File: config.mk
export PLATFORM = sky130hd
export DESIGN_NAME = vg_wrprecomp
export DESIGN_NICKNAME = d
export VERILOG_FILES = /design/src/rtl/vg_precomp_pkg.sv /design/src/rtl/vg_pq_fifo.sv /design/src/rtl/vg_wrprecomp.sv
export SDC_FILE = /design/constraint.sdc
export NUM_CORES = 1
export LEC_CHECK = 0
export ABC_AREA = 1
export CAP_MARGIN = 20
export CORE_MARGIN = 8
export CORE_UTILIZATION = 60
export DETAILED_ROUTE_END_ITERATION = 16
export DONT_BUFFER_PORTS = 1
export PLACE_DENSITY = 0.85
export SYNTH_ARGS = -nofsm -noshare
export SYNTH_HDL_FRONTEND = slang
export SYNTH_SLANG_ARGS = --single-unit
File: constraint.sdc
create_clock -name fclk -period 2.4 [get_ports fclk]
set_clock_uncertainty 0.05 [all_clocks]
set_input_delay 0.24 -clock fclk [delete_from_list [all_inputs] [get_ports fclk]]
set_output_delay 0.24 -clock fclk [all_outputs]
set_load 0.02 [all_outputs]
File: src/rtl/vg_precomp_pkg.sv
// Shared constants, class indices and FSM encoding for the VG93 write-precompensation path.
package vg_precomp_pkg;

  localparam int unsigned DLY_W_DEF   = 4;
  localparam int unsigned PW_DEF      = 7;
  localparam int unsigned DLY_STD_DEF = 7;
  localparam int unsigned DLY_OL_DEF  = 4;
  localparam int unsigned DLY_OR_DEF  = 11;
  localparam int unsigned DLY_IL_DEF  = 0;
  localparam int unsigned DLY_IR_DEF  = 14;
  localparam int unsigned QDEPTH_DEF  = 2;

  localparam int unsigned NCLS = 5;

  localparam logic [2:0] CLS_STD = 3'd0;
  localparam logic [2:0] CLS_OL  = 3'd1;
  localparam logic [2:0] CLS_OR  = 3'd2;
  localparam logic [2:0] CLS_IL  = 3'd3;
  localparam logic [2:0] CLS_IR  = 3'd4;

  typedef enum logic [1:0] {
    ST_IDLE  = 2'd0,
    ST_DELAY = 2'd1,
    ST_PULSE = 2'd2
  } pc_state_e;

  // Map synced {sl,tr43,sr} to a delay class; anything ambiguous stays nominal.
  function automatic logic [2:0] cls_sel(input logic sl, input logic tr43,
                                         input logic sr, input logic ena);
    logic [2:0] cls;
    cls = CLS_STD;
    if (ena) begin
      case ({sl, tr43, sr})
        3'b100:  cls = CLS_OL;
        3'b001:  cls = CLS_OR;
        3'b110:  cls = CLS_IL;
        3'b011:  cls = CLS_IR;
        default: cls = CLS_STD;
      endcase
    end
    return cls;
  endfunction

endpackage

File: src/rtl/vg_pq_fifo.sv
// Small synchronous first-word-fall-through FIFO holding pending pulse delays.
module vg_pq_fifo #(
  parameter int unsigned W     = 4,
  parameter int unsigned DEPTH = 2
) (
  input  logic         clk,
  input  logic         rst,
  input  logic         push,
  input  logic [W-1:0] din,
  input  logic         pop,
  output logic [W-1:0] dout_c,
  output logic         full,
  output logic         empty,
  output logic         empty_nxt_c
);

  localparam int unsigned AW = (DEPTH > 1) ? $clog2(DEPTH) : 1;
  localparam int unsigned CW = AW + 1;

  logic [W-1:0]  mem_q [DEPTH];
  logic [W-1:0]  mem_d [DEPTH];
  logic [AW-1:0] wr_ptr_q, wr_ptr_d;
  logic [AW-1:0] rd_ptr_q, rd_ptr_d;
  logic [CW-1:0] count_q, count_d;
  logic          full_q, full_d;
  logic          empty_q, empty_d;
  logic          do_push, do_pop;

  // A full queue still accepts a push when the same cycle pops.
  always_comb begin
    do_pop   = pop & ~empty_q;
    do_push  = push & (~full_q | do_pop);
    mem_d    = mem_q;
    wr_ptr_d = wr_ptr_q;
    rd_ptr_d = rd_ptr_q;
    if (do_push) begin
      mem_d[wr_ptr_q] = din;
      wr_ptr_d        = wr_ptr_q + AW'(1);
    end
    if (do_pop) begin
      rd_ptr_d = rd_ptr_q + AW'(1);
    end
    count_d = count_q + CW'(do_push) - CW'(do_pop);
    full_d  = (count_d == CW'(DEPTH));
    empty_d = (count_d == '0);
  end

  always_ff @(posedge clk or posedge rst) begin
    if (rst) begin
      for (int i = 0; i < int'(DEPTH); i++) mem_q[i] <= '0;
      wr_ptr_q <= '0;
      rd_ptr_q <= '0;
      count_q  <= '0;
      full_q   <= 1'b0;
      empty_q  <= 1'b1;
    end else begin
      mem_q    <= mem_d;
      wr_ptr_q <= wr_ptr_d;
      rd_ptr_q <= rd_ptr_d;
      count_q  <= count_d;
      full_q   <= full_d;
      empty_q  <= empty_d;
    end
  end

  assign dout_c      = mem_q[rd_ptr_q];
  assign full        = full_q;
  assign empty       = empty_q;
  assign empty_nxt_c = empty_d;

endmodule

File: src/rtl/vg_wrprecomp.sv
// Write precompensation and pulse shaper between VG93 WD/SL/SR/TR43 and the drive.
// Define VG_PRECOMP_CFG_EN to make the delay table runtime-programmable.
module vg_wrprecomp
  import vg_precomp_pkg::*;
#(
  parameter int unsigned DLY_W   = DLY_W_DEF,
  parameter int unsigned PW      = PW_DEF,
  parameter int unsigned DLY_STD = DLY_STD_DEF,
  parameter int unsigned DLY_OL  = DLY_OL_DEF,
  parameter int unsigned DLY_OR  = DLY_OR_DEF,
  parameter int unsigned DLY_IL  = DLY_IL_DEF,
  parameter int unsigned DLY_IR  = DLY_IR_DEF,
  parameter int unsigned QDEPTH  = QDEPTH_DEF
) (
  input  logic             fclk,
  input  logic             rst,
  input  logic             vg_wd,
  input  logic             vg_sl,
  input  logic             vg_sr,
  input  logic             vg_tr43,
  input  logic             precomp_ena,
  input  logic             cfg_we,
  input  logic [2:0]       cfg_sel,
  input  logic [DLY_W-1:0] cfg_data,
  output logic             vg_wrd,
  output logic             busy,
  output logic             ovf
);

  logic [2:0]       wd_s_q, wd_s_d;
  logic [1:0]       sl_s_q, sl_s_d;
  logic [1:0]       sr_s_q, sr_s_d;
  logic [1:0]       tr_s_q, tr_s_d;
  pc_state_e        state_q, state_d;
  logic [DLY_W-1:0] dcnt_q, dcnt_d;
  logic [DLY_W-1:0] pcnt_q, pcnt_d;
  logic             vg_wrd_q, vg_wrd_d;
  logic             busy_q, busy_d;
  logic             ovf_q, ovf_d;

  logic [DLY_W-1:0] tbl [NCLS];
  logic [DLY_W-1:0] dly_sel;
  logic [2:0]       cls;
  logic             strobe, launch, push, pop;
  logic [DLY_W-1:0] q_head;
  logic             q_full, q_empty, q_empty_nxt;

`ifdef VG_PRECOMP_CFG_EN
  logic [DLY_W-1:0] tbl_q [NCLS];
  logic [DLY_W-1:0] tbl_d [NCLS];

  // Indices 5..7 are silently ignored.
  always_comb begin
    tbl_d = tbl_q;
    if (cfg_we && (cfg_sel < 3'(NCLS))) tbl_d[cfg_sel] = cfg_data;
  end

  always_ff @(posedge fclk or posedge rst) begin
    if (rst) begin
      tbl_q[CLS_STD] <= DLY_W'(DLY_STD);
      tbl_q[CLS_OL]  <= DLY_W'(DLY_OL);
      tbl_q[CLS_OR]  <= DLY_W'(DLY_OR);
      tbl_q[CLS_IL]  <= DLY_W'(DLY_IL);
      tbl_q[CLS_IR]  <= DLY_W'(DLY_IR);
    end else begin
      tbl_q <= tbl_d;
    end
  end

  always_comb begin
    for (int i = 0; i < int'(NCLS); i++) tbl[i] = tbl_q[i];
  end
`else
  logic unused_cfg;
  assign unused_cfg = ^{cfg_we, cfg_sel, cfg_data};

  always_comb begin
    tbl[CLS_STD] = DLY_W'(DLY_STD);
    tbl[CLS_OL]  = DLY_W'(DLY_OL);
    tbl[CLS_OR]  = DLY_W'(DLY_OR);
    tbl[CLS_IL]  = DLY_W'(DLY_IL);
    tbl[CLS_IR]  = DLY_W'(DLY_IR);
  end
`endif

  vg_pq_fifo #(
    .W     (DLY_W),
    .DEPTH (QDEPTH)
  ) u_pq (
    .clk         (fclk),
    .rst         (rst),
    .push        (push),
    .din         (dly_sel),
    .pop         (pop),
    .dout_c      (q_head),
    .full        (q_full),
    .empty       (q_empty),
    .empty_nxt_c (q_empty_nxt)
  );

  // Synchronisers, strobe detect, class select and the delay/pulse sequencer.
  always_comb begin
    wd_s_d  = {wd_s_q[1:0], vg_wd};
    sl_s_d  = {sl_s_q[0], vg_sl};
    sr_s_d  = {sr_s_q[0], vg_sr};
    tr_s_d  = {tr_s_q[0], vg_tr43};
    strobe  = wd_s_q[1] & ~wd_s_q[2];
    cls     = cls_sel(sl_s_q[1], tr_s_q[1], sr_s_q[1], precomp_ena);
    dly_sel = tbl[cls];
    push    = strobe;

    state_d = state_q;
    dcnt_d  = dcnt_q;
    pcnt_d  = pcnt_q;
    pop     = 1'b0;
    launch  = 1'b0;

    unique case (state_q)
      ST_IDLE: launch = ~q_empty;
      ST_DELAY: begin
        dcnt_d = dcnt_q - DLY_W'(1);
        if (dcnt_q == DLY_W'(1)) begin
          state_d = ST_PULSE;
          pcnt_d  = DLY_W'(PW);
        end
      end
      ST_PULSE: begin
        pcnt_d = pcnt_q - DLY_W'(1);
        if (pcnt_q == DLY_W'(1)) begin
          state_d = ST_IDLE;
          launch  = ~q_empty;
        end
      end
      default: state_d = ST_IDLE;
    endcase

    // Zero delay skips DELAY entirely so latency stays delay + 2.
    if (launch) begin
      pop = 1'b1;
      if (q_head == '0) begin
        state_d = ST_PULSE;
        pcnt_d  = DLY_W'(PW);
      end else begin
        state_d = ST_DELAY;
        dcnt_d  = q_head;
      end
    end

    ovf_d = ovf_q | (strobe & q_full & ~pop);
  end

  assign vg_wrd_d = (state_d == ST_PULSE);
  assign busy_d   = (state_d != ST_IDLE) | ~q_empty_nxt;

  always_ff @(posedge fclk or posedge rst) begin
    if (rst) begin
      wd_s_q   <= '0;
      sl_s_q   <= '0;
      sr_s_q   <= '0;
      tr_s_q   <= '0;
      state_q  <= ST_IDLE;
      dcnt_q   <= '0;
      pcnt_q   <= '0;
      vg_wrd_q <= 1'b0;
      busy_q   <= 1'b0;
      ovf_q    <= 1'b0;
    end else begin
      wd_s_q   <= wd_s_d;
      sl_s_q   <= sl_s_d;
      sr_s_q   <= sr_s_d;
      tr_s_q   <= tr_s_d;
      state_q  <= state_d;
      dcnt_q   <= dcnt_d;
      pcnt_q   <= pcnt_d;
      vg_wrd_q <= vg_wrd_d;
      busy_q   <= busy_d;
      ovf_q    <= ovf_d;
    end
  end

  assign vg_wrd = vg_wrd_q;
  assign busy   = busy_q;
  assign ovf    = ovf_q;

endmodule

==> results by group <==
Yosys
  • Mux cell area share after synthesis: 0%
  • Synth unique cells: 30
  • Synth Area in XOR/XNOR: 1.98%
  • Synth Area in Adders: roughly 6.4%
  • Compound-gate portion of the synthesized area: 10.5%
  • Yosys warns: 0
  • Synth top area share: 49.4%
  • Syn Area/Cell: 8.95 um^2
  • Cell Area, Synth: 1770 um^2
  • Synth Net Count: 222
  • Simple-gate share of the synthesized area: between 20% and 30%
  • Synth Register Bits: 36
  • Top cells by area, synth: dfrtp_1 49%, nand2_1 8.9%, ha_1 6.4%, inv_1 5.9%, o21ai_0 5.6%
  • Gate Count Post-Synth: a little under 200
  • Seq/Total Area, Yosys: between 50% and 60%
  • Largest area contributor in the netlist: dfrtp_1
  • Combinational family with the most area after synthesis: simple AND/OR/NAND/NOR gates

Worst setup path
  • CP Class: reg -> reg
  • Critical Path Source Type: flop
  • CP Buf/Inv Count: 3
  • Setup crit start: state_q[0]
  • Most used cell, CP: inv_1
  • Critical Path AT: 2.41 ns
  • Max incr delay on CP: 0.45 ns
  • Crit. End Element: flop
  • FF-to-FF setup slack: 0.21 ns
  • Crit-path slowest cell: dfrtp_1
  • R2R Path Start: state_q[0]
  • Worst-path fanout max: 7
  • Reg2reg path depth: 10
  • Cell chain of the critical path: inv_1 > ha_1 > nand4_2 > nand2_2 > ha_1 > inv_1 > nand3_1 > nand2_1 > inv_1 > nor2_1
  • Crit path max-delay family: simple AND/OR/NAND/NOR gates
  • FF-to-FF End: u_pq.full
  • Required time at the worst-slack endpoint: 2.62 ns

Finish
  • Non-Filler Instances: between 200 and 250
  • Fill cells: 196
  • Finished Cell Area: between 1500 and 2000 um^2
  • # diodes: 0
  • Commonest cells after routing, fill and taps aside: 42 x nand2_1, 35 x dfrtp_1, 28 x inv_1
  • Share of layout cells above drive strength 1: 12.4%
  • Layout area overhead: 7.98%
  • Nets@finish: 233
  • Commonest non-fill, non-tap cell in the layout: nand2_1

STA
  • Hold Vio Cnt, Final: 0
  • Worst setup margin: ~0.21 ns
  • Fin crit period: 2.19 ns
  • Total negative slack: 0 ns
  • Final Max Slew Viols: 0
  • WHS: 0.0307 ns
  • Slew @ Worst Pin: 0.429 ns
  • Period utilization: 91.3%
  • Max Clock Freq: 456 MHz
  • Endpoints failing setup: 0
  • Slew margin rel.: 71.4%
  • Unrepaired setup endpoints after global routing: false

Floorplan
  • Core Rows: 19
  • Core area: around 2800 um^2
  • Full die area: 4950 um^2
  • Starting density of the core: 63.7%
  • Chip Width: approximately 70 um
  • I/O pins: 18
  • Die height: ~70 um

Drt
  • Wirelength per Cell: 12.8 um
  • Iter 0 DRT Violations: roughly 110
  • DRC: 0
  • Vias per inst: 5.49
  • Final wirelength: about 3000 um
  • DR vias: 1323
  • Drt pass-1 iters: 4
  • Post-DRT Antenna Nets: 0

Clock tree
  • Clock root buffer: clkbuf_4
  • Worst-path clk slew: 0.11 ns
  • Htree depth: 2
  • Worst-Skew Late Latency: 0.34 ns
  • Max Root-Sink Buffers: 2
  • CTS tree: done
  • CTS Buf Count: 5
  • Clock sinks: 36

Power and ir drop
  • Peak supply drop: 1.21 mV
  • Power share of the combinational group: a little under half
  • Sw frac: 43.9%
  • Net Switching: 1090 uW
  • Reg power frac: between 40% and 50%
  • Static Leak: between 0.0009 and 0.001 uW
  • Clock power share: between 10% and 20%
  • Design internal power: 1390 uW
  • Power per Cell Area: roughly 1300 nW/um^2

Hold path
  • Hold path start: precomp_ena
  • Worst Hold End: u_pq.mem_q[7]
  • Hold path depth: 2
  • Hold WC Path Type: in -> reg

Global routing
  • Overflow after GRT: 0
  • First-pass GRT wire length: 5550 um
  • Largest net degree at the start of global routing: 37
  • GRT Util Overall: 13.5%
  • Initial antenna violation count: 0
  • Vias in the first global route: 1335

Place
  • Final Wtd Congestion: 0.787
  • Post-DP Area: approximately 1800 um^2
  • Cell count after placement: 228
  • Port bufs: 0
  • DP Wirelength: 2180 um
  • Worst slack at placement: 0.237 ns

Status
  • Outcome: finished, final reports clean

Run
  • MaxCap Viol Count: 0
==> worst max-delay path by stage <==
| stage | depth (start not counted) | end | slack, ns |
|---|---|---|---|
| after floorplan | 9 | busy | 0.55 |
| after global placement | 9 | busy | 0.39 |
| after detailed placement | 10 | u_pq.empty | 0.24 |
| after CTS | 10 | u_pq.empty | 0.20 |
| after global routing | 10 | u_pq.empty | 0.03 |
| final | 10 | u_pq.full | 0.21 |
==> metrics by stage <==
stage / power [uW] / util [%]
floorplan: 1930 / -
global placement: 2080 / 64.8
detailed placement: 2140 / 64.8
CTS: 2490 / 68.8
global route: 2710 / 68.8
finish: 2480 / 68.8
==> synthesized netlist by cell type <==
| master | count |
|---|---|
| nor2_1 | 15 |
| nand4_2 | 1 |
| o21ai_2 | 1 |
| dfstp_2 | 1 |
| a21oi_2 | 1 |
| xor2_1 | 3 |
| nand4_1 | 2 |
| dfrtp_1 | 35 |
| o211ai_1 | 1 |
| nor2_2 | 1 |
| inv_2 | 1 |
| a22oi_1 | 3 |
| o22ai_1 | 1 |
| buf_6 | 1 |
| a21oi_1 | 2 |
| buf_2 | 1 |
| nand2_2 | 4 |
| o21ai_1 | 1 |
| nand2_4 | 2 |
| o21a_1 | 1 |
| nand3_1 | 14 |
| nand2_1 | 42 |
| nor2_4 | 2 |
| o21ai_0 | 20 |
| ha_1 | 9 |
| nand3_2 | 2 |
| or2_0 | 1 |
| inv_1 | 28 |
| a31o_2 | 1 |
| xnor2_1 | 1 |
==> power groups by stage <==
| stage | clock, uW | combinational (uW) | sequential (uW) |
|---|---|---|---|
| after global placement | 0 | 1060 | 1020 |
| after floorplan | 0 | 955 | 980 |
| final | 325 | 1140 | 1020 |
| after global routing | 358 | 1300 | 1050 |
| after CTS | 337 | 1140 | 1020 |
| after detailed placement | 0 | 1110 | 1030 |
==> layer usage <==
metal / global-route usage, % / wire length (um) / vias to the layer above
li1: - / - / 661
met1: 16.0 / 1360 / 630
met2: 21.7 / 1530 / 25
met3: 3.95 / 125 / 7
met4: 6.92 / 59 / 0
met5: 0 / 0 / -
==> area by class of cell <==
| type | count | area (um^2) | area share (%) |
|---|---|---|---|
| clock inverter | 2 | 10.0 | 0.523 |
| multi-input combinational | 131 | 744 | 38.9 |
| timing repair buffer | 6 | 57.6 | 3.01 |
| clock buffer | 6 | 51.3 | 2.68 |
| sequential | 36 | 902 | 47.2 |
| inverter | 29 | 109 | 5.69 |
| tap | 31 | 38.8 | 2.03 |
==> sequential cells by signal, summed over array words and instances, names as in the netlist <==
signal / cells
pcnt_q: 4
ovf: 1
wd_s_q: 3
u_pq.count_q: 2
sr_s_q: 2
u_pq.full: 1
u_pq.empty: 1
dcnt_q: 4
busy: 1
state_q: 2
sl_s_q: 2
u_pq.rd_ptr_q: 1
vg_wrd: 1
u_pq.wr_ptr_q: 1
tr_s_q: 2
u_pq.mem_q: 8
==> timing repair <==
item,CTS,global route
hold buffers,5,0
endpoints found under the hold margin,39,0
resized for setup,0,0
setup endpoints to repair,0,0
buffers inserted,0,0
==> cells by family after synthesis <==
group	after synthesis
buf+inv	31
compound gates	32
flops	36
xor+xnor	4
simple gates	86
fa+ha+maj	9
No activity file was read; power rests on OpenSTA's default activity.
